## src/rtl/sys_defs.svh

```systemverilog
// Shared sizes and packet layouts for the CDB arbiter.
// Included inside cdb_arbiter_pkg so the types become package members.
`ifndef SYS_DEFS_SVH
`define SYS_DEFS_SVH

`define NUM_FU 4
`define CDB_SZ 2

localparam int ROBN_W = 5;
localparam int PRN_W  = 6;
localparam int XLEN   = 32;

typedef struct packed {
  logic              valid;
  logic [ROBN_W-1:0] robn;
  logic [PRN_W-1:0]  dest_prn;
  logic [XLEN-1:0]   value;
  logic              branch_taken;
  logic [XLEN-1:0]   target_addr;
} FU_CDB_PACKET;

typedef struct packed {
  logic             valid;
  logic [PRN_W-1:0] dest_prn;
  logic [XLEN-1:0]  value;
} CDB_PACKET;

typedef struct packed {
  logic              executed;
  logic [ROBN_W-1:0] robn;
  logic              branch_taken;
  logic [XLEN-1:0]   target_addr;
} FU_ROB_PACKET;

`endif

```

## src/rtl/cdb_arbiter_pkg.sv

```systemverilog
// Package wrapper giving the shared definitions a named scope.
package cdb_arbiter_pkg;
  `include "sys_defs.svh"
endpackage

```

## src/rtl/cdb_rr_select.sv

```systemverilog
// Round-robin multi-grant selector: scans requests from rr_ptr, wraps at
// NUM_FU, and hands out up to CDB_SZ grants packed into slots in scan order.
module cdb_rr_select #(
  parameter int NUM_FU = 4,
  parameter int CDB_SZ = 2,
  parameter int PTR_W  = (NUM_FU > 1) ? $clog2(NUM_FU) : 1
) (
  input  logic [NUM_FU-1:0]             req,
  input  logic [PTR_W-1:0]              rr_ptr,
  output logic [NUM_FU-1:0]             grant,
  output logic [CDB_SZ-1:0][NUM_FU-1:0] slot_sel,
  output logic [PTR_W-1:0]              last_idx,
  output logic                          any_grant
);

  // Walk every FU once in round-robin order, filling slots until full.
  always_comb begin
    int idx;
    int cnt;
    grant     = '0;
    slot_sel  = '0;
    last_idx  = '0;
    any_grant = 1'b0;
    cnt       = 0;
    idx       = 0;
    for (int off = 0; off < NUM_FU; off++) begin
      idx = int'(rr_ptr) + off;
      if (idx >= NUM_FU) idx = idx - NUM_FU;
      if (req[idx] && (cnt < CDB_SZ)) begin
        grant[idx]         = 1'b1;
        slot_sel[cnt][idx] = 1'b1;
        last_idx           = PTR_W'(idx);
        any_grant          = 1'b1;
        cnt                = cnt + 1;
      end
    end
  end

endmodule

```

## src/rtl/cdb_arbiter.sv

```systemverilog
// CDB arbiter: one holding register per FU, up to CDB_SZ broadcasts per
// cycle chosen round-robin, with squash flushing everything in flight.
module cdb_arbiter
  import cdb_arbiter_pkg::*;
#(
  parameter int NUM_FU = `NUM_FU,
  parameter int CDB_SZ = `CDB_SZ
) (
  input  logic         clock,
  input  logic         reset,
  input  FU_CDB_PACKET fu_result     [NUM_FU],
  output logic [NUM_FU-1:0] fu_ready,
  input  logic         squash,
  output CDB_PACKET    cdb_packet    [CDB_SZ],
  output FU_ROB_PACKET fu_rob_packet [CDB_SZ]
);

  localparam int PTR_W = (NUM_FU > 1) ? $clog2(NUM_FU) : 1;

  FU_CDB_PACKET                 hold [NUM_FU];
  logic [PTR_W-1:0]             rr_ptr;
  logic [NUM_FU-1:0]            req;
  logic [NUM_FU-1:0]            grant;
  logic [CDB_SZ-1:0][NUM_FU-1:0] slot_sel;
  logic [PTR_W-1:0]             last_idx;
  logic                         any_grant;

  // Occupied holds request the bus; squash withdraws every request.
  always_comb begin
    for (int i = 0; i < NUM_FU; i++) begin
      req[i]      = hold[i].valid & ~squash;
      fu_ready[i] = (~hold[i].valid | grant[i]) & ~squash;
    end
  end

  cdb_rr_select #(
    .NUM_FU (NUM_FU),
    .CDB_SZ (CDB_SZ),
    .PTR_W  (PTR_W)
  ) u_select (
    .req       (req),
    .rr_ptr    (rr_ptr),
    .grant     (grant),
    .slot_sel  (slot_sel),
    .last_idx  (last_idx),
    .any_grant (any_grant)
  );

  // Holding registers: refill on handshake, drain on grant, else keep.
  always_ff @(posedge clock or posedge reset) begin
    if (reset) begin
      for (int i = 0; i < NUM_FU; i++) hold[i] <= '0;
    end else if (squash) begin
      for (int i = 0; i < NUM_FU; i++) hold[i] <= '0;
    end else begin
      for (int i = 0; i < NUM_FU; i++) begin
        if (fu_result[i].valid && fu_ready[i]) begin
          hold[i] <= fu_result[i];
        end else if (grant[i]) begin
          hold[i] <= '0;
        end
      end
    end
  end

  // Pointer moves just past the last FU served this cycle.
  always_ff @(posedge clock or posedge reset) begin
    if (reset) begin
      rr_ptr <= '0;
    end else if (any_grant) begin
      rr_ptr <= (last_idx == PTR_W'(NUM_FU - 1)) ? '0 : last_idx + 1'b1;
    end
  end

  // Mux granted holds into their slots; empty slots stay all-zero.
  always_comb begin
    for (int k = 0; k < CDB_SZ; k++) begin
      cdb_packet[k]    = '0;
      fu_rob_packet[k] = '0;
      for (int i = 0; i < NUM_FU; i++) begin
        if (slot_sel[k][i]) begin
          fu_rob_packet[k].executed     = 1'b1;
          fu_rob_packet[k].robn         = hold[i].robn;
          fu_rob_packet[k].branch_taken = hold[i].branch_taken;
          fu_rob_packet[k].target_addr  = hold[i].target_addr;
          cdb_packet[k].valid           = (hold[i].dest_prn != '0);
          cdb_packet[k].dest_prn        = hold[i].dest_prn;
          cdb_packet[k].value           = hold[i].value;
        end
      end
    end
  end

endmodule

```

## config.mk

```make
export PLATFORM = sky130hd
export DESIGN_NAME = cdb_arbiter
export DESIGN_NICKNAME = d
export VERILOG_FILES = /design/src/rtl/cdb_arbiter_pkg.sv /design/src/rtl/cdb_rr_select.sv /design/src/rtl/cdb_arbiter.sv
export VERILOG_INCLUDE_DIRS = /design/src /design/src/rtl
export SDC_FILE = /design/constraint.sdc
export NUM_CORES = 1
export LEC_CHECK = 0
export CORE_MARGIN = 2
export CORE_UTILIZATION = 50
export DETAILED_ROUTE_END_ITERATION = 6
export DONT_BUFFER_PORTS = 1
export PLACE_DENSITY = 0.67
export SETUP_SLACK_MARGIN = 0.3
export SYNTH_ARGS = -nofsm -noshare
export SYNTH_HDL_FRONTEND = slang
export SYNTH_HIERARCHICAL = 1
export SYNTH_SLANG_ARGS = --single-unit
```

## constraint.sdc

```tcl
create_clock -name clock -period 16.1 [get_ports clock]
set_input_delay 2.415 -clock clock [delete_from_list [all_inputs] [get_ports clock]]
set_output_delay 2.415 -clock clock [all_outputs]
set_load 0.05 [all_outputs]
```

=== Word-level counts from Yosys, hierarchy flattened ===
Index checks and enable logic that the tools add are counted.

* Flip-flop bits (word level): 310
* Output and inout port bits: 160
* Word-level logic and storage cells: 176

* Add/sub/neg operators: 10
* Order comparisons: 21
* Equal/unequal tests: 1
* Muxes and demuxes: 74
* Bitwise logic cells: 23
* Reductions and logical operators: 22

{| class="wikitable"
|+ Operator list
! kind !! number
|-
| 39-bit two-way mux || 16
|-
| 77-bit two-way mux || 8
|-
| 308-bit two-way mux || 1
|-
| 32-bit by 1-bit greater-or-equal comparator with 1-bit output, second input constant || 6
|-
| 32-bit two-way mux || 6
|-
| 32-bit by 3-bit less-than comparator with 1-bit output, second input constant || 4
|-
| 32-bit by 4-bit less-than comparator with 1-bit output, second input constant || 4
|-
| 32-bit by 4-bit greater-or-equal comparator with 1-bit output, second input constant || 3
|-
| 32-bit by 4-bit subtractor with 32-bit output, second input constant || 3
|-
| 32-bit by 2-bit adder with 32-bit output, second input constant || 1
|-
| 4-bit two-way mux || 7
|-
| 8-bit two-way mux || 3
|-
| 6-bit nonzero test || 4
|-
| 1-bit two-way mux || 17
|-
| 8-bit bitwise OR || 2
|-
| 1-bit logical AND || 14
|-
| 4-bit demux with 1-bit select || 3
|-
| 4-bit bitwise OR || 3
|-
| 3-bit nonzero test || 4
|-
| 2-bit two-way mux || 5
|-
| 1-bit AND || 8
|-
| 1-bit binary-select mux with 2-bit select || 4
|-
| 1-bit demux with 2-bit select || 4
|-
| 4-bit by 8-bit bitwise OR with 8-bit output || 1
|-
| other kinds (11) || 20
|}

=== Longest topological paths before layout ===
Gate-level depths: netlist (run 1).

* Depth after elaboration: 22
* Gate-level depth with buffers: 21
* Depth with buffers taken out: 14

=== By module ===
The synthesis (run 1) kept the hierarchy.

{| class="wikitable"
|+ Modules (own cells, without submodules)
! module !! instances !! cells each !! area an instance (um^2)
|-
| cdb_arbiter || 1 || 1,636 || 15,929.0
|-
| cdb_rr_select || 1 || 86 || 711.9
|}

=== Worst setup path after synthesis (run 1) ===
Ideal clock, no wire load.

* Path type: input to output
* Start point: in squash
* End point: out cdb_packet[36] in the netlist's numbering
* Data arrival time: 7.475 ns
* Data required time: 13.685 ns
* Slack: 6.210 ns
* Stages on the path: 18
* Buffers on the path: 6
* Cells stage by stage: buf_4 > buf_1 > nor2b_1 > mux4_2 > buf_2 > ha_1 > or2_2 > o22ai_1 > clkbuf_1 > fa_1 > and2_4 > a221o_1 > buf_2 > clkbuf_1 > nand3b_1 > a21oi_1 > a21oi_1 > o21ai_0

{| class="wikitable"
|+ RTL lines
! item !! line !! text
|-
| from (decl) || cdb_arbiter.sv:13 || <nowiki>input logic squash,</nowiki>
|-
| to (decl) || cdb_arbiter.sv:14 || <nowiki>output CDB_PACKET cdb_packet [CDB_SZ],</nowiki>
|}

==> results of run 1 <==
-- worst max path at each step --
stage / start / to / slack [ns] / depth (start not counted)
CTS: squash / fu_rob_packet[66] / 5.14 / 13
floorplan: reset / hold[0] / 5.11 / 1
finish: squash / fu_rob_packet[69] / 5.00 / 13
global route: squash / fu_rob_packet[66] / 4.83 / 13
detailed placement: squash / fu_rob_packet[66] / 5.14 / 13
global placement: squash / fu_rob_packet[66] / 5.22 / 13
-- cell families (layout without fill, tap and decap cells) --
group	after synthesis	in the layout
buffers and inverters	189	94
and+or+nand+nor	477	477
muxes	9	9
DFF	310	310
other	0	7
adders and majority gates	14	14
AOI/OAI and AO/OA	723	723
-- cell usage in the layout (no fill, tap or decap), drive strengths merged, types with 7 or more instances in the layout --
cell    netlist  final
o31ai        63     63
clkbuf      118     55
diode         0      7
nor2         23     23
dfrtp       310    310
a22o        304    304
inv           6      8
o21ai        91     91
a221oi       63     63
buf          65     24
a21oi       181    181
nand3b       90     90
ha           13     13
nor2b        76     76
nand2       257    257
-- synth_stat cells (all sizes together) (4+ instances only) --
library cell  count  area, µm²
o31ai            63        473
a22o            304       2660
ha               13        163
nor2             23       86.3
a221o             5       50.1
buf              65        387
inv               6       22.5
nor2b            76        490
nand2           257        965
o21ai            91        455
a221oi           63        552
dfrtp           310       7760
a21oi           181        906
nor3              5       45.0
clkbuf          118        443
nor3b             4       68.8
nand3b           90        676
-- state kept, by name, indices dropped and copies added, names as in the netlist --
| name | cells |
|---|---|
| hold | 308 |
| rr_ptr | 2 |
-- final cells by class --
| class | count | area (µm²) | share of cell area |
|---|---|---|---|
| clock inverters | 9 | 105 | 0.00578 |
| diodes | 7 | 17.5 | 0.000963 |
| clock buffers | 55 | 1080 | 0.0596 |
| repair buffers | 24 | 180 | 0.00991 |
| multi-input cells | 1223 | 8460 | 0.465 |
| well taps | 442 | 553 | 0.0304 |
| flip-flops and latches | 310 | 7760 | 0.426 |
| inverters | 6 | 30.0 | 0.00165 |
-- layer usage --
metal / global-route usage / up-vias / wire (µm)
met2: 0.513 / 828 / 26900
met1: 0.426 / 7091 / 22100
li1: - / 6199 / -
met4: 0.157 / 2 / 3030
met5: 0 / - / 13
met3: 0.102 / 168 / 6550
-- report_power, final --
| part | internal (mW) | switching, mW |
|---|---|---|
| Sequential | 0.895 | 0.118 |
| Combinational | 0.420 | 1.43 |
| Clock | 0.497 | 0.330 |
==> summary.txt, run 1 <==
===============================================================================================
Period Utilization, post-route ...................................................        0.689
Gate count after technology mapping ..............................................         1722
Boundary Pins ....................................................................          471
Largest clock skew in the final design ...........................................    0.0148 ns
Share of cell area taken by muxes after synthesis ................................      0.00789
Root cell of the clock tree ...................................................... sky130_fd_sc_hd__clkbuf_16
Largest family of logic cells by synthesized area ................................ compound AO/OA/AOI/OAI gates
Most used cell, CP ............................................................... sky130_fd_sc_hd__nor2b_4
Post-DRT Antenna Nets ............................................................            0
Setup CP Type .................................................................... input port to primary output
Clock sink count .................................................................          310
Fraction of the mapped netlist area in simple logic gates ........................        0.149
DRT Pass-1 Iters .................................................................            5
Area added between synthesis and finish ..........................................        9.30%
Synth Flop Type .................................................................. sky130_fd_sc_hd__dfrtp_1
Placed inst area .................................................................    17000 µm²
Setup slack after layout .........................................................      5.00 ns
Final non-filler cell area .......................................................    18200 µm²
Buffer and inverter count on the worst path ......................................            1
Synthesized-area fraction occupied by xor and xnor cells .........................            0
Largest incremental delay on the critical path ...................................      0.92 ns
Remaining Overflow, GRT ..........................................................            0
Class of the most critical hold timing path ...................................... register to register
Setup repair after global routing missed its margin ..............................        false
Count of cells along the worst register-to-register path .........................           14
Number of placed cells counting well taps ........................................         2005
Number of DRC violations after detailed-routing iteration 0 ......................         1422
Pin count of the biggest net entering global routing .............................          124
Initial Util .....................................................................        0.510
Number of endpoints with negative hold slack in the final report .................            0
Average detailed-routed wire length per instance .................................      28.2 µm
Number of synthesized flops with an enable pin ...................................            0
Width of the chip ................................................................       186 µm
Terminating pin of the worst hold path ...........................................      hold[7]
Outcome .......................................................................... complete, no violations
Post-synthesis register bit count ................................................          310
Adder and majority gate portion of the synthesized area ..........................       0.0110
Max-cap viol count ...............................................................            0
Final worst path period need .....................................................     11.10 ns
IO Port Bufs .....................................................................            0
Number of antenna violations at the first check in global routing ................            8
Nets@finish ......................................................................         1926
Startpoint of the tightest hold check path .......................................      hold[7]
Share of async-settable or async-resettable flops after synthesis ................         1.00
Total power per unit cell area ...................................................   203 nW/µm²
Mapped Nets ......................................................................         2047
Synth Area per Inst ..............................................................     9.66 µm²
Number of buffers between clock root and the deepest sink ........................            3
Worst R2R Start ..................................................................    rr_ptr[0]
Terminus of the critical flop-to-flop path .......................................    hold[242]
Kind of capture point of the worst setup path .................................... primary output
Final-report max-slew violation count ............................................            0
Number of global-route vias before repair ........................................        14.2k
Peak supply drop .................................................................   0.000111 V
Slowest cell on the critical path ................................................ sky130_fd_sc_hd__nor2b_4
Total negative setup slack .......................................................         0 ns
Worst Max-Slew Pin Slew ..........................................................      1.26 ns
Number of warnings issued by yosys ...............................................            6
Number of buffers added for setup after CTS ......................................            0
Hold Path Depth ..................................................................            1
Final Wtd Congestion .............................................................        0.888
Global-route wire length before repair ...........................................     90000 µm
Cell area after technology mapping ...............................................    16600 µm²
Post-detailed-placement half-perimeter wirelength ................................     37000 µm
Number of buffers added to fix hold violations after cts .........................            0
Total power ......................................................................      3.69 mW
Number of cell rows ..............................................................           66
CP Data Arrival Time .............................................................      8.68 ns
Floorplan Core Area ..............................................................    32600 µm²
Top cell family by delay on the critical path .................................... compound AO/OA/AOI/OAI gates
Layout cells sized above 1 .......................................................        0.106
Clk_lat worst skew ...............................................................      0.52 ns
Number of setup violations in the final report ...................................            0
Largest fanout on the critical path ..............................................           93
Layout fillers ...................................................................         2864
Static leakage power .............................................................      7.58 nW
Part of the Yosys area used for sequential elements ..............................        0.466
TritonCTS buffer count ...........................................................           36
WHS ..............................................................................     0.522 ns
Sort of element at the start of the critical path ................................   input port
Cts repair resizes ...............................................................            0
All-layer global routing usage ...................................................        0.332
DRC violation count after routing ................................................            0
H-tree Lvls ......................................................................            2
Final routed wirelength across all metal layers ..................................     58600 µm
Post-detailed-route via-to-cell ratio ............................................         6.88
Clock input transition at the sequential cells of the worst setup and hold paths .      0.06 ns
Utilization after layout .........................................................        0.558
Die Footprint ....................................................................    34800 µm²
Slack of the worst reg-to-reg path ...............................................     10.58 ns
Pre-CTS setup slack ..............................................................      5.14 ns
Timing-limited maximum frequency .................................................   0.0901 GHz
Cell-by-cell trace of the critical path .......................................... nor2b_1 > mux4_2 > ha_1 > or2_2 > o22ai_1 > fa_1 > nor2b_4 > nor2b_4 > a221o_4 > nor2b_4 > buf_4 > a221oi_1 > o31ai_2
Die outline height ...............................................................       186 µm
Post-synthesis compound-gate area fraction .......................................        0.315
Post-Layout Cell Count ...........................................................         2076
Required time of the critical path ...............................................     13.69 ns
Remaining max-slew budget at the tightest pin ....................................        0.161
Post-synthesis cell type count ...................................................           51
TritonCTS clock tree .............................................................          yes
Via count of the routed design ...................................................        14.3k
===============================================================================================
Note: power is estimated with default switching activity, not from simulation.
==> inputs of run 2 (changes only) <==
==> constraint.sdc (replaced) <==
create_clock -name clock -period 11.2 [get_ports clock]
set_input_delay 1.68 -clock clock [delete_from_list [all_inputs] [get_ports clock]]
set_output_delay 1.68 -clock clock [all_outputs]
set_load 0.05 [all_outputs]
==> summary.txt, run 2 (synthesis gave the netlist of run 1 again) <==
===============================================================================================
Outcome .......................................................................... complete, no violations
WHS ..............................................................................     0.526 ns
Nets@finish ......................................................................         1927
Die outline height ...............................................................       186 µm
Largest registers ................................................................ hold (308), rr_ptr (2)
Utilization after layout .........................................................        0.559
Number of antenna violations at the first check in global routing ................            8
Buffer and inverter count on the worst path ......................................            1
Top metal layer carrying routed signals ..........................................         met5
Worst Max-Slew Pin Slew ..........................................................      1.18 ns
Leading cell types in the layout, fill and taps excluded ......................... 310 x sky130_fd_sc_hd__dfrtp_1, 304 x sky130_fd_sc_hd__a22o_1, 257 x sky130_fd_sc_hd__nand2_1
Clk_lat worst skew ...............................................................      0.51 ns
Post-DRT Antenna Nets ............................................................            0
Remaining max-slew budget at the tightest pin ....................................        0.207
Final-report max-slew violation count ............................................            0
Number of flip-flops in the largest register .....................................          308
Kind of capture point of the worst setup path .................................... primary output
DRT Pass-1 Iters .................................................................            7
Class of the most critical hold timing path ...................................... register to register
Boundary Pins ....................................................................          471
TritonCTS buffer count ...........................................................           36
Global-route wire length before repair ...........................................     90600 µm
Net switching power ..............................................................      2.70 mW
Number of DRC violations after detailed-routing iteration 0 ......................         1561
Number of endpoints with negative hold slack in the final report .................            0
Pin count of the biggest net entering global routing .............................          125
Number of cell rows ..............................................................           66
IO Port Bufs .....................................................................            0
Metal2 WL ........................................................................     27200 µm
Top cell family by delay on the critical path .................................... compound AO/OA/AOI/OAI gates
Routed met1 length ...............................................................     22300 µm
Final Wtd Congestion .............................................................        0.918
Layout cells sized above 1 .......................................................        0.104
Cts repair resizes ...............................................................            0
Area added between synthesis and finish ..........................................        9.62%
CP Data Arrival Time .............................................................      7.85 ns
Sort of element at the start of the critical path ................................   input port
Int Power ........................................................................      2.65 mW
Clock power frac .................................................................        0.230
Sequential share of power ........................................................        0.273
Post-Layout Cell Count ...........................................................         2077
Static leakage power .............................................................      7.59 nW
Die Footprint ....................................................................    34800 µm²
Number of buffers added for setup after CTS ......................................            0
Peak supply drop .................................................................   0.000190 V
Most used cell, CP ............................................................... sky130_fd_sc_hd__nor2b_4
Setup CP Type .................................................................... input port to primary output
Final worst path period need .....................................................      9.53 ns
Width of the chip ................................................................       186 µm
Number of setup violations in the final report ...................................            0
TritonCTS clock tree .............................................................          yes
Slowest cell on the critical path ................................................ sky130_fd_sc_hd__nor2b_4
Switching part of the total power ................................................        0.504
Total power per unit cell area ...................................................   293 nW/µm²
Detailed-routed wire length on met3 ..............................................      6670 µm
Required time of the critical path ...............................................      9.52 ns
Part of the power in combinational logic .........................................        0.497
Clock sink count .................................................................          310
Initial Util .....................................................................        0.510
Most common cell after layout, fill and taps aside ............................... sky130_fd_sc_hd__dfrtp_1
Most flop-heavy register .........................................................         hold
Max-cap viol count ...............................................................            0
Timing-limited maximum frequency .................................................    0.105 GHz
All-layer global routing usage ...................................................        0.334
Number of global-route vias before repair ........................................        14.3k
Largest incremental delay on the critical path ...................................      1.03 ns
Number of buffers between clock root and the deepest sink ........................            3
Number of placed cells counting well taps ........................................         2006
Number of buffers added to fix hold violations after cts .........................            0
Cell-by-cell trace of the critical path .......................................... nor2b_1 > mux4_2 > ha_1 > or2_2 > o22ai_1 > fa_1 > nor2b_4 > nor2b_4 > a221o_4 > nor2b_4 > buf_4 > a221oi_1 > o31ai_2
Total negative setup slack .......................................................         0 ns
Final routed wirelength across all metal layers ..................................     59400 µm
Via count of the routed design ...................................................        14.5k
Area occupied by multi-input gates ...............................................     8460 µm²
Setup repair after global routing missed its margin ..............................        false
Largest fanout on the critical path ..............................................           93
Remaining Overflow, GRT ..........................................................            0
Average detailed-routed wire length per instance .................................      28.6 µm
H-tree Lvls ......................................................................            2
Period Utilization, post-route ...................................................        0.851
Register area ....................................................................     7760 µm²
Layout fillers ...................................................................         2877
DRC violation count after routing ................................................            0
Post-detailed-route via-to-cell ratio ............................................         6.99
Root cell of the clock tree ...................................................... sky130_fd_sc_hd__clkbuf_16
Post-detailed-placement half-perimeter wirelength ................................     37800 µm
Clock input transition at the sequential cells of the worst setup and hold paths .      0.06 ns
Largest clock skew in the final design ...........................................    0.0124 ns
Floorplan Core Area ..............................................................    32600 µm²
===============================================================================================
## run 2: metrics by stage
step	setup slack (ns)	total power, mW	cell area [µm²]
after global placement	1.88	4.07	17000
after global routing	1.43	5.56	18200
after CTS	1.77	5.35	18200
final	1.67	5.35	18200
after detailed placement	1.80	4.11	17000
after floorplan	0.947	3.52	16600
## run 2: worst register-to-register path, cell delays in order (launching register included)
cell and delay, ns:
sky130_fd_sc_hd__dfrtp_1 0.70, sky130_fd_sc_hd__inv_1 0.23, sky130_fd_sc_hd__ha_1 0.43, sky130_fd_sc_hd__mux4_2 0.45
sky130_fd_sc_hd__ha_1 0.25, sky130_fd_sc_hd__or2_2 0.29, sky130_fd_sc_hd__o22ai_1 0.70, sky130_fd_sc_hd__fa_1 0.42
sky130_fd_sc_hd__nor2b_4 0.10, sky130_fd_sc_hd__nand2_1 0.08, sky130_fd_sc_hd__nand4_1 0.21, sky130_fd_sc_hd__nor2b_1 0.49
sky130_fd_sc_hd__nor3b_4 0.10, sky130_fd_sc_hd__buf_4 0.42, sky130_fd_sc_hd__a22o_1 0.48
## run 2: power by group through the flow
| stage | combinational [mW] | sequential, mW | clock [mW] |
|---|---|---|---|
| after floorplan | 2.11 | 1.41 | 0 |
| after global placement | 2.60 | 1.47 | 0 |
| after detailed placement | 2.64 | 1.47 | 0 |
| after CTS | 2.65 | 1.45 | 1.24 |
| after global routing | 2.78 | 1.48 | 1.29 |
| final | 2.66 | 1.46 | 1.23 |
## run 2: final timing paths
kind,startpoint,endpoint,slack (ns),depth (start not counted)
setup / recovery,squash,cdb_packet[43],1.67,13
hold / removal,hold[38],hold[38],0.53,1
setup reg to reg,rr_ptr[0],hold[244],5.71,14
hold reg to reg,hold[38],hold[38],0.53,1
max in group asynchronous,reset,hold[204],8.43,2
min in group asynchronous,reset,hold[87],1.19,1
## run 2: per-layer routing
metal	up-vias	GRT usage
met4	2	0.167
met5	-	0
met3	199	0.0920
met2	1006	0.523
li1	6203	-
met1	7101	0.428
## run 2: final cells by class
| cell class | instances | share of cell area |
|---|---|---|
| multi-input cells | 1223 | 0.464 |
| flip-flops and latches | 310 | 0.425 |
| clock buffers | 53 | 0.0568 |
| well taps | 442 | 0.0303 |
| repair buffers | 25 | 0.0110 |
| clock inverters | 10 | 0.0100 |
| inverters | 6 | 0.00165 |
| diodes | 8 | 0.00110 |
